### src/rtl/seq_det_pkg.sv
// Shared types and constants for the serial pattern detector.
package seq_det_pkg;

  // Detector state, derived from how many valid history bits are held.
  typedef enum logic [1:0] {
    EMPTY   = 2'd0,
    FILLING = 2'd1,
    ARMED   = 2'd2
  } seq_state_t;

  // Pattern loaded at reset when the instantiating block does not override it.
  localparam logic [3:0] DEFAULT_PAT = 4'b1011;

  // Width of the fill counter: must hold values 0..pat_w-1.
  function automatic int fill_width(input int pat_w);
    return (pat_w < 2) ? 1 : $clog2(pat_w);
  endfunction

endpackage

### src/rtl/sat_counter.sv
// Saturating event counter with a sticky "reached all-ones" flag.
module sat_counter #(
  parameter int CNT_W = 8
) (
  input  logic             clk,
  input  logic             _rst,
  input  logic             clr,
  input  logic             inc,
  output logic [CNT_W-1:0] cnt,
  output logic             sat
);

  localparam logic [CNT_W-1:0] CNT_MAX = '1;

  // Clear wins over increment; the count never wraps past all-ones.
  always_ff @(posedge clk) begin
    if (!_rst) begin
      cnt <= '0;
      sat <= 1'b0;
    end else if (clr) begin
      cnt <= '0;
      sat <= 1'b0;
    end else if (inc && (cnt != CNT_MAX)) begin
      cnt <= cnt + CNT_W'(1);
      if ((cnt + CNT_W'(1)) == CNT_MAX) begin
        sat <= 1'b1;
      end
    end
  end

endmodule

### src/rtl/seq_pattern_detector.sv
// Serial pattern detector with a programmable PAT_W-bit pattern.
//
// Input qualification: `en` is a valid strobe for `D`; a sample is consumed on
// every rising edge where en=1 and pat_load=0. There is no backpressure, so a
// sample presented with en=1 is never stalled, only dropped by pat_load.
module seq_pattern_detector
  import seq_det_pkg::*;
#(
  parameter int               PAT_W     = 4,
  parameter logic [PAT_W-1:0] PAT_RESET = PAT_W'(DEFAULT_PAT),
  parameter bit               OVERLAP   = 1'b1,
  parameter int               CNT_W     = 8
) (
  input  logic             clk,
  input  logic             _rst,
  input  logic             en,
  input  logic             D,
  input  logic             pat_load,
  input  logic [PAT_W-1:0] pat_in,
  input  logic             cnt_clr,
  output logic             Q,
  output logic [CNT_W-1:0] match_cnt,
  output logic             cnt_sat,
  output logic             armed
);

  localparam int             FW       = fill_width(PAT_W);
  localparam logic [FW-1:0] FILL_MAX = FW'(PAT_W - 1);

  // Only the PAT_W-1 most recent bits need storing; the incoming D completes
  // the window that is compared against the pattern.
  logic [PAT_W-2:0] hist;
  logic [PAT_W-2:0] hist_nxt;
  logic [FW-1:0]    fill;
  logic [FW-1:0]    fill_nxt;
  logic [PAT_W-1:0] pat_q;
  logic [PAT_W-1:0] pat_nxt;
  logic [PAT_W-1:0] window;
  seq_state_t       state;
  logic             hit;

  // State register: history, fill level, pattern and the match pulse.
  always_ff @(posedge clk) begin
    if (!_rst) begin
      hist  <= '0;
      fill  <= '0;
      pat_q <= PAT_RESET;
      Q     <= 1'b0;
    end else begin
      hist  <= hist_nxt;
      fill  <= fill_nxt;
      pat_q <= pat_nxt;
      Q     <= hit;
    end
  end

  // Decode state from fill, evaluate the match and compute the next history.
  always_comb begin
    state    = EMPTY;
    hist_nxt = hist;
    fill_nxt = fill;
    pat_nxt  = pat_q;
    window   = {hist, D};
    hit      = 1'b0;

    // Any fill value outside 0..PAT_W-1 decodes as EMPTY.
    if (fill == FILL_MAX) begin
      state = ARMED;
    end else if ((fill != '0) && (fill < FILL_MAX)) begin
      state = FILLING;
    end

    hit = en && !pat_load && (state == ARMED) && (window == pat_q);

    if (pat_load) begin
      // New pattern invalidates any partial history; the en sample is dropped.
      pat_nxt  = pat_in;
      hist_nxt = '0;
      fill_nxt = '0;
    end else if ((state == EMPTY) && (fill != '0)) begin
      // Illegal fill value: recover to a clean EMPTY.
      hist_nxt = '0;
      fill_nxt = '0;
    end else if (en) begin
      hist_nxt = window[PAT_W-2:0];
      if (hit && !OVERLAP) begin
        fill_nxt = '0;
      end else if (fill != FILL_MAX) begin
        fill_nxt = fill + FW'(1);
      end
    end
  end

  assign armed = (state == ARMED);

  sat_counter #(
    .CNT_W (CNT_W)
  ) u_cnt (
    .clk  (clk),
    ._rst (_rst),
    .clr  (cnt_clr),
    .inc  (hit),
    .cnt  (match_cnt),
    .sat  (cnt_sat)
  );

endmodule

### config.mk
export PLATFORM = sky130hd
export DESIGN_NAME = seq_pattern_detector
export DESIGN_NICKNAME = d
export VERILOG_FILES = /design/src/rtl/seq_det_pkg.sv /design/src/rtl/sat_counter.sv /design/src/rtl/seq_pattern_detector.sv
export SDC_FILE = /design/constraint.sdc
export NUM_CORES = 1
export LEC_CHECK = 0
export CAP_MARGIN = 20
export CORE_MARGIN = 5
export CORE_UTILIZATION = 60
export CTS_CLUSTER_DIAMETER = 80
export CTS_CLUSTER_SIZE = 25
export DETAILED_ROUTE_END_ITERATION = 7
export DONT_BUFFER_PORTS = 1
export GPL_ROUTABILITY_DRIVEN = 0
export PLACE_DENSITY = 0.72
export SLEW_MARGIN = 20
export SYNTH_ARGS = -nofsm -noshare
export SYNTH_HDL_FRONTEND = slang
export SYNTH_SLANG_ARGS = --single-unit
### constraint.sdc
create_clock -name clk -period 2.1 [get_ports clk]
set_input_delay 0.105 -clock clk [delete_from_list [all_inputs] [get_ports clk]]
set_output_delay 0.105 -clock clk [all_outputs]
set_load 0.01 [all_outputs]
==> reports/metrics.yaml, run 1 <==
clk_pin_slew_worst_paths_ns: 0.11
initialDrtViolationCount: 20
overflow: 0
fillerInstances: 119
min_period_over_period_pct: 89.3
timing.rr.end: "u_cnt.sat"
finalClockSkew_ns: 0.00314
vias: 828
crit_path_max_incr_delay_ns: 0.47
area.growth.synth_to_final_pct: 16.0
syn_inst: 103
antenna_cells: 0
ios: 21
syn-num-nets: 116
grt_max_degree: 11
critPathArrivalTime_ns: 2.12
path_max_fanout: 7
die_area_um2: 2530
fmax_mhz: 533
critical_path_class: "reg -> reg"
nNetsFinal: 132
hpwl_mm: 1.55
synth-seq-area-share_pct: 39.0
die_height_um: 50.3
cts_tree: "yes"
viasPerCell: 6.18
worstSkewPairLatency_ns: 0.29
cts_sinks: 19
firstDrtPassIters: 4
crit_required_ns: 2.34
cp-end-kind: "flip-flop"
grt_pass1_wl_mm: 3.77
cts_root_buf: "clkbuf_4"
portBuffers: 0
die_w_um: 50.3
power.density_nw_per_um2: 541
antenna_found_initial: 0
critPathSlowestCell: "dfxtp_1"
status: "complete, no violations"
ys_types: 29
irDropWorstVdd_v: 0.000376
worstReg2RegStart: "u_cnt.cnt[0]"
rsz0062_at_grt: "false"
setup.worst_path.start_class: "flip-flop"
whs_endpoint: "pat_q[2]"
hold_violations: 0
post-route-min-period_ns: 1.87
postCtsSetupBuffers: 0
maxSlewHeadroom_pct: 77.9
routed_wl_mm: 2.21
clockBufferDepth: 2
drc: 0
crit_chain: "ha_1 > nand3_2 > or3_1 > a2111oi_2 > a32o_1"
r2r_cells: 5
hold_depth: 2
hp-start: "pat_in[2]"
core-area_um2: 1520
tns_ns: 0
p_leak_uw: 0.000412
post_drt_wl_per_cell_um: 16.5
hp-class: "in -> reg"
grt_usage_pct: 19.1
synth_warnings: 0
row_count: 14
rrSetupSlack_ns: 0.23
total_power_uw: 613
setup_viol: 0
drv_slew: 0
postSynthAreaPerCell_um2: 9.48
cts_buffers: 3
max_cap_violations: 0
worst_pin_slew_ns: 0.332
grt_pass1_vias: 827
drive_above_1_share_pct: 7.63
cts.htree.levels: 1
ant_nets: 0
syn_area_um2: 976
ys_ff_latch: 19
start_util_pct: 64.0
critical path: cells and delay by family (launching register included):
kind,cells,cell delay (ns)
AO/OA/AOI/OAI,2,0.57
adder cells (fa/ha/maj),1,0.27
flip-flops,1,0.47
AND/OR/NAND/NOR,2,0.51
sequential cells by signal (all words and copies together), names as in the netlist:
signal and flops:
Q 1, fill 2, hist 3, pat_q 4
u_cnt.cnt 8, u_cnt.sat 1
stage by stage:
step                      std cells  cell area (um^2)  hold slack (ns)  setup slack (ns)  util [%]
after CTS                       134              1130           0.0248             0.216      74.3
after floorplan                 103               976            0.167             0.389         -
after global routing            134              1130           0.0323            0.0897      74.3
final                           134              1130           0.0132             0.225      74.3
after detailed placement        121              1020            0.173             0.247      66.7
after global placement          121              1020            0.169             0.319      66.7
logic make-up (layout without fill, tap and decap cells):
group	count (synthesis)	in the layout	synth area share [%]
AND/OR/NAND/NOR	45	45	26.5
AO/OA/AOI/OAI	14	14	10.8
adder cells (fa/ha/maj)	3	3	3.85
XOR/XNOR	8	8	7.18
buffers and inverters	3	18	1.41
multiplexers	11	11	11.3
flip-flops	19	19	39.0
layout make-up:
type                       instances  area (um^2)  share of cell area [%]
clock buffer                       4         26.3                    2.32
inverter                           1         3.75                   0.331
sequential                        19          380                    33.6
tap                               16         20.0                    1.77
multi-input combinational         81          582                    51.4
timing repair buffer              13          120                    10.6
layer usage:
layer | wire length (um) | global-route usage, %
met5 | 0 | 0
met4 | 54 | 8.09
met3 | 145 | 5.62
met2 | 1120 | 33.7
met1 | 889 | 21.2
power breakdown:
| group | internal, uW | switching, uW |
|---|---|---|
| Clock | 73.9 | 110 |
| Combinational | 32.2 | 24.5 |
| Sequential | 367 | 5.04 |
| Total | 473 | 140 |
Yosys cell counts:
library cell | number | area, um^2
a2111oi_2 | 1 | 15.0
a21oi_1 | 3 | 15.0
a311oi_1 | 2 | 17.5
a31oi_1 | 2 | 12.5
a32o_1 | 1 | 10.0
and3_1 | 4 | 25.0
and4_1 | 2 | 17.5
and4b_1 | 1 | 10.0
buf_2 | 2 | 10.0
dfxtp_1 | 19 | 380
ha_1 | 3 | 37.5
inv_1 | 1 | 3.75
mux2i_1 | 11 | 110
nand2_1 | 7 | 26.3
nand2b_1 | 6 | 37.5
nand3_1 | 2 | 10.0
nand3_2 | 1 | 10.0
nand4_1 | 4 | 25.0
nand4b_1 | 1 | 8.76
nor2_1 | 8 | 30.0
nor2b_1 | 4 | 25.0
nor4_1 | 1 | 6.26
o211ai_1 | 1 | 7.51
o21ai_1 | 1 | 5.00
o31ai_1 | 3 | 22.5
or2_1 | 1 | 6.26
or3_1 | 1 | 6.26
or4_1 | 2 | 15.0
xnor2_1 | 8 | 70.1
layout by cell type, fill, tap and decap left out, drive strengths merged, types with 3 or more instances in the layout:
cell	synthesis	routed
mux2i	11	11
nand4	4	4
nand2b	6	6
and3	4	4
o31ai	3	3
nand2	7	7
xnor2	8	8
ha	3	3
nor2	8	8
dfxtp	19	19
buf	2	4
nor2b	4	4
nand3	3	3
clkbuf	0	4
dlygate4sd3	0	9
a21oi	3	3
worst max-delay path by stage:
stage | cells after the start | startpoint | slack (ns) | end
final | 5 | u_cnt.cnt[0] | 0.23 | u_cnt.sat
after global routing | 5 | u_cnt.cnt[0] | 0.09 | u_cnt.sat
after CTS | 5 | u_cnt.cnt[0] | 0.22 | u_cnt.sat
after detailed placement | 5 | u_cnt.cnt[0] | 0.25 | u_cnt.sat
after global placement | 5 | u_cnt.cnt[0] | 0.32 | u_cnt.sat
after floorplan | 5 | u_cnt.cnt[1] | 0.39 | u_cnt.sat
timing repair:
item / 4_1_cts / 5_1_grt
hold buffers: 9 / 0
hold endpoints to repair: 8 / 0
gates resized for setup: 0 / 0
(Power assumes the default switching activity.)
==> run 2: changes to the inputs <==
- ABC_CLOCK_PERIOD_IN_PS: default -> 2100
- CORE_ASPECT_RATIO: default -> 0.9
==> reports/metrics.yaml, run 2 (synthesized netlist as in run 1, its figures left out) <==
drc: 0
postCtsSetupBuffers: 0
path_max_fanout: 7
clockBufferDepth: 2
grt_pass1_wl_mm: 3.68
clockPowerShare_pct: 29.6
regArea_um2: 380
seq_power_share_pct: 60.6
drv_slew: 0
post_drt_wl_per_cell_um: 15.9
worst_slack_ns: 0.245
power.density_nw_per_um2: 530
place_ws_ns: 0.281
setup_viol: 0
cts_buffers: 3
cts-hold-fix-buffers: 11
finalClockSkew_ns: 0.00425
hold_slack_ns: 0.0408
status: "complete, no violations"
clk_pin_slew_worst_paths_ns: 0.10
firstDrtPassIters: 4
initialDrtViolationCount: 25
worstSkewPairLatency_ns: 0.30
postLayoutCellArea_um2: 1160
grt_max_degree: 11
cts_resized: 0
routed_wl_mm: 2.25
fillerInstances: 118
rrSetupSlack_ns: 0.24
setup.worst_path.start_class: "flip-flop"
die_area_um2: 2530
p_leak_uw: 0.000419
hp-class: "in -> reg"
overflow: 0
tns_ns: 0
hpwl_mm: 1.51
cp-end-kind: "flip-flop"
post-route-min-period_ns: 1.86
portBuffers: 0
worst_pin_slew_ns: 0.386
final_cell_mix: "dfxtp_1, mux2i_1, dlygate4sd3_1, xnor2_1, nor2_1"
die_w_um: 52.5
start_util_pct: 65.2
stdcell_count: 142
grt_pass1_vias: 816
cts_sinks: 19
viasPerCell: 5.76
comb_power_share_pct: 9.9
antenna_cells: 0
top_register: "u_cnt.cnt"
row_count: 13
multi_input_area_um2: 582
vias: 818
maxSlewHeadroom_pct: 74.0
critical_path_class: "reg -> reg"
cts_tree: "yes"
critPathArrivalTime_ns: 2.10
cts_root_buf: "clkbuf_4"
drive_above_1_share_pct: 7.50
reg_top3: "u_cnt.cnt: 8 flops, pat_q: 4 flops, hist: 3 flops"
switching_share_pct: 22.5
ios: 21
internal_power_uw: 476
max_cap_violations: 0
rsz0062_at_grt: "false"
grt_usage_pct: 20.9
p_switching_uw: 139
min_period_over_period_pct: 88.3
crit_required_ns: 2.35
die_height_um: 48.3
hold_violations: 0
cts.htree.levels: 1
irDropWorstVdd_v: 0.000402
dp_cells: 127
antenna_found_initial: 0
fmax_mhz: 539
core-area_um2: 1500
place_area_um2: 1020
nNetsFinal: 134
area.growth.synth_to_final_pct: 18.8
layout_commonest_cell: "dfxtp_1"
largest_reg_flops: 8
ant_nets: 0
-- run 2: per-layer routing --
layer	vias to the layer above	track usage, %	wire length (um)
li1	414	-	-
met1	380	25.0	1050
met3	2	7.65	109
met5	-	0	0
met4	0	6.12	13
met2	22	35.9	1080
-- run 2: critical path, stage by stage, from the launching register on --
cell	delay, ns
dfxtp_1	0.47
ha_1	0.26
nand3_2	0.16
or3_1	0.36
a2111oi_2	0.35
a32o_1	0.20
-- run 2: layout make-up --
cell class / instances / area share, %
Timing Repair Buffer: 15 / 12.1
Sequential cell: 19 / 32.8
Tap cell: 22 / 2.37
Multi-Input combinational cell: 81 / 50.2
Clock buffer: 4 / 2.27
Inverter: 1 / 0.324
-- run 2: worst paths after layout --
kind                                   start        end  depth (start not counted)
worst max-delay path            u_cnt.cnt[0]  u_cnt.sat                          5
worst max register to register  u_cnt.cnt[0]  u_cnt.sat                          5
worst min register to register       fill[0]    fill[0]                          2
worst min-delay path                    _rst    hist[0]                          2
-- run 2: through the flow --
step	total power, uW	util, %
after floorplan	414	-
after global placement	416	68.4
after detailed placement	418	68.4
after CTS	616	77.5
after global routing	645	77.5
final	615	77.5
-- run 2: power by group through the flow --
stage,clock network [uW],logic [uW],registers [uW]
after CTS,186,58.1,372
after global routing,205,66.0,373
after detailed placement,0,37.5,380
after global placement,0,35.9,380
after floorplan,0,35.1,379
final,182,60.6,372
==> run 3: changes to the inputs <==
- RECOVER_POWER: default -> 100
==> reports/metrics.yaml, run 3 (synthesized netlist as in run 1, its figures left out) <==
postCtsSetupBuffers: 0
final_cell_mix: "dfxtp_1, mux2i_1, dlygate4sd3_1, xnor2_1, nor2_1"
hp-class: "in -> reg"
antenna_cells: 0
routed_wl_mm: 2.22
setup.worst_path.start_class: "flip-flop"
worst_pin_slew_ns: 0.393
worstReg2RegStart: "u_cnt.cnt[0]"
core-area_um2: 1500
seq_power_share_pct: 60.7
critical_path.endpoint: "u_cnt.sat"
cts_sinks: 19
cts_buffers: 3
worstSkewPairLatency_ns: 0.30
die_area_um2: 2530
setup_viol: 0
firstDrtPassIters: 4
layout_commonest_cell: "dfxtp_1"
status: "complete, no violations"
clockPowerShare_pct: 29.5
worst_slack_ns: 0.243
portBuffers: 0
irDropWorstVdd_v: 0.000402
rrSetupSlack_ns: 0.24
grt_usage_pct: 20.9
rsz0062_at_grt: "false"
post-route-min-period_ns: 1.86
ios: 21
die_height_um: 48.3
min_period_over_period_pct: 88.4
die_w_um: 52.5
final_core_util_pct: 76.8
start_util_pct: 65.2
post_drt_wl_per_cell_um: 15.7
grt_max_degree: 11
ant_nets: 0
drv_slew: 0
max_cap_violations: 0
cts.htree.levels: 1
clockBufferDepth: 2
largest_reg_flops: 8
overflow: 0
vias: 822
maxSlewHeadroom_pct: 73.6
cts_root_buf: "clkbuf_4"
crit_required_ns: 2.34
area.growth.synth_to_final_pct: 17.7
fmax_mhz: 538
power.density_nw_per_um2: 534
finalClockSkew_ns: 0.00347
grt_pass1_vias: 816
reg_top3: "u_cnt.cnt: 8 flops, pat_q: 4 flops, hist: 3 flops"
comb_power_share_pct: 9.8
critPathArrivalTime_ns: 2.10
tns_ns: 0
top_register: "u_cnt.cnt"
place_ws_ns: 0.281
timing.rr.end: "u_cnt.sat"
p_switching_uw: 137
switching_share_pct: 22.4
row_count: 13
viasPerCell: 5.79
cp-end-kind: "flip-flop"
p_leak_uw: 0.000407
hold_violations: 0
startpoint: "u_cnt.cnt[0]"
drc: 0
r2r_cells: 5
path_max_fanout: 7
critical_path_class: "reg -> reg"
nNetsFinal: 134
internal_power_uw: 476
clk_pin_slew_worst_paths_ns: 0.10
hpwl_mm: 1.51
antenna_found_initial: 0
grt_pass1_wl_mm: 3.68
drive_above_1_share_pct: 5.00
cts_tree: "yes"
initialDrtViolationCount: 21
==> run 3: cell types whose count changed in the layout (fill, tap and decap cells not counted) <==
cell and change:
buf_4 -3, clkbuf_1 +3, or2_0 +1, or2_1 -1
==> run 3: layout make-up <==
class	count	area, um^2
multi-input cells	81	582
well taps	22	27.5
clock buffers	4	26.3
fillers	120	348
repair buffers	15	129
flip-flops and latches	19	380
inverters	1	3.75
==> run 3: worst min path at each step <==
| stage | start | endpoint | slack (ns) | cells after the start |
|---|---|---|---|---|
| CTS | _rst | hist[0] | 0.04 | 2 |
| floorplan | _rst | pat_q[0] | 0.17 | 1 |
| finish | _rst | hist[0] | 0.04 | 2 |
| global placement | _rst | pat_q[1] | 0.17 | 1 |
| global route | _rst | fill[0] | 0.04 | 2 |
| detailed placement | _rst | pat_q[0] | 0.17 | 1 |
==> run 3: critical path, stage by stage, from the launching register on <==
cell       delay [ns]
dfxtp_1          0.47
ha_1             0.26
nand3_2          0.16
or3_1            0.36
a2111oi_2        0.35
a32o_1           0.20
==> run 3: through the flow <==
stage          hold slack, ns  area, um^2  power, uW  instances
6_report               0.0426        1150        614        142
5_1_grt                0.0365        1150        645        142
4_1_cts                0.0408        1160        616        142
3_5_place_dp            0.173        1020        418        127
3_3_place_gp            0.169        1020        416        127
2_1_floorplan           0.167         976        414        103
==> run 3: power groups by stage <==
stage | clock network, uW | registers (uW) | logic, uW
2_1_floorplan | 0 | 379 | 35.1
3_3_place_gp | 0 | 380 | 35.9
3_5_place_dp | 0 | 380 | 37.5
4_1_cts | 186 | 372 | 58.1
5_1_grt | 205 | 373 | 66.0
6_report | 181 | 372 | 60.4
==> run 3: repair_timing <==
item	4_1_cts	5_1_grt
hold buffers	11	0
hold endpoints to repair	8	0
endpoints found under the setup margin	0	0
gates resized for setup	0	0
==> run 3: routing by layer <==
metal	global-route usage [%]	vias to the layer above	wire length, um
li1	-	415	-
met5	0	-	0
met4	6.12	0	13
met2	35.9	26	1070
met1	25.0	379	1020
met3	7.65	2	125
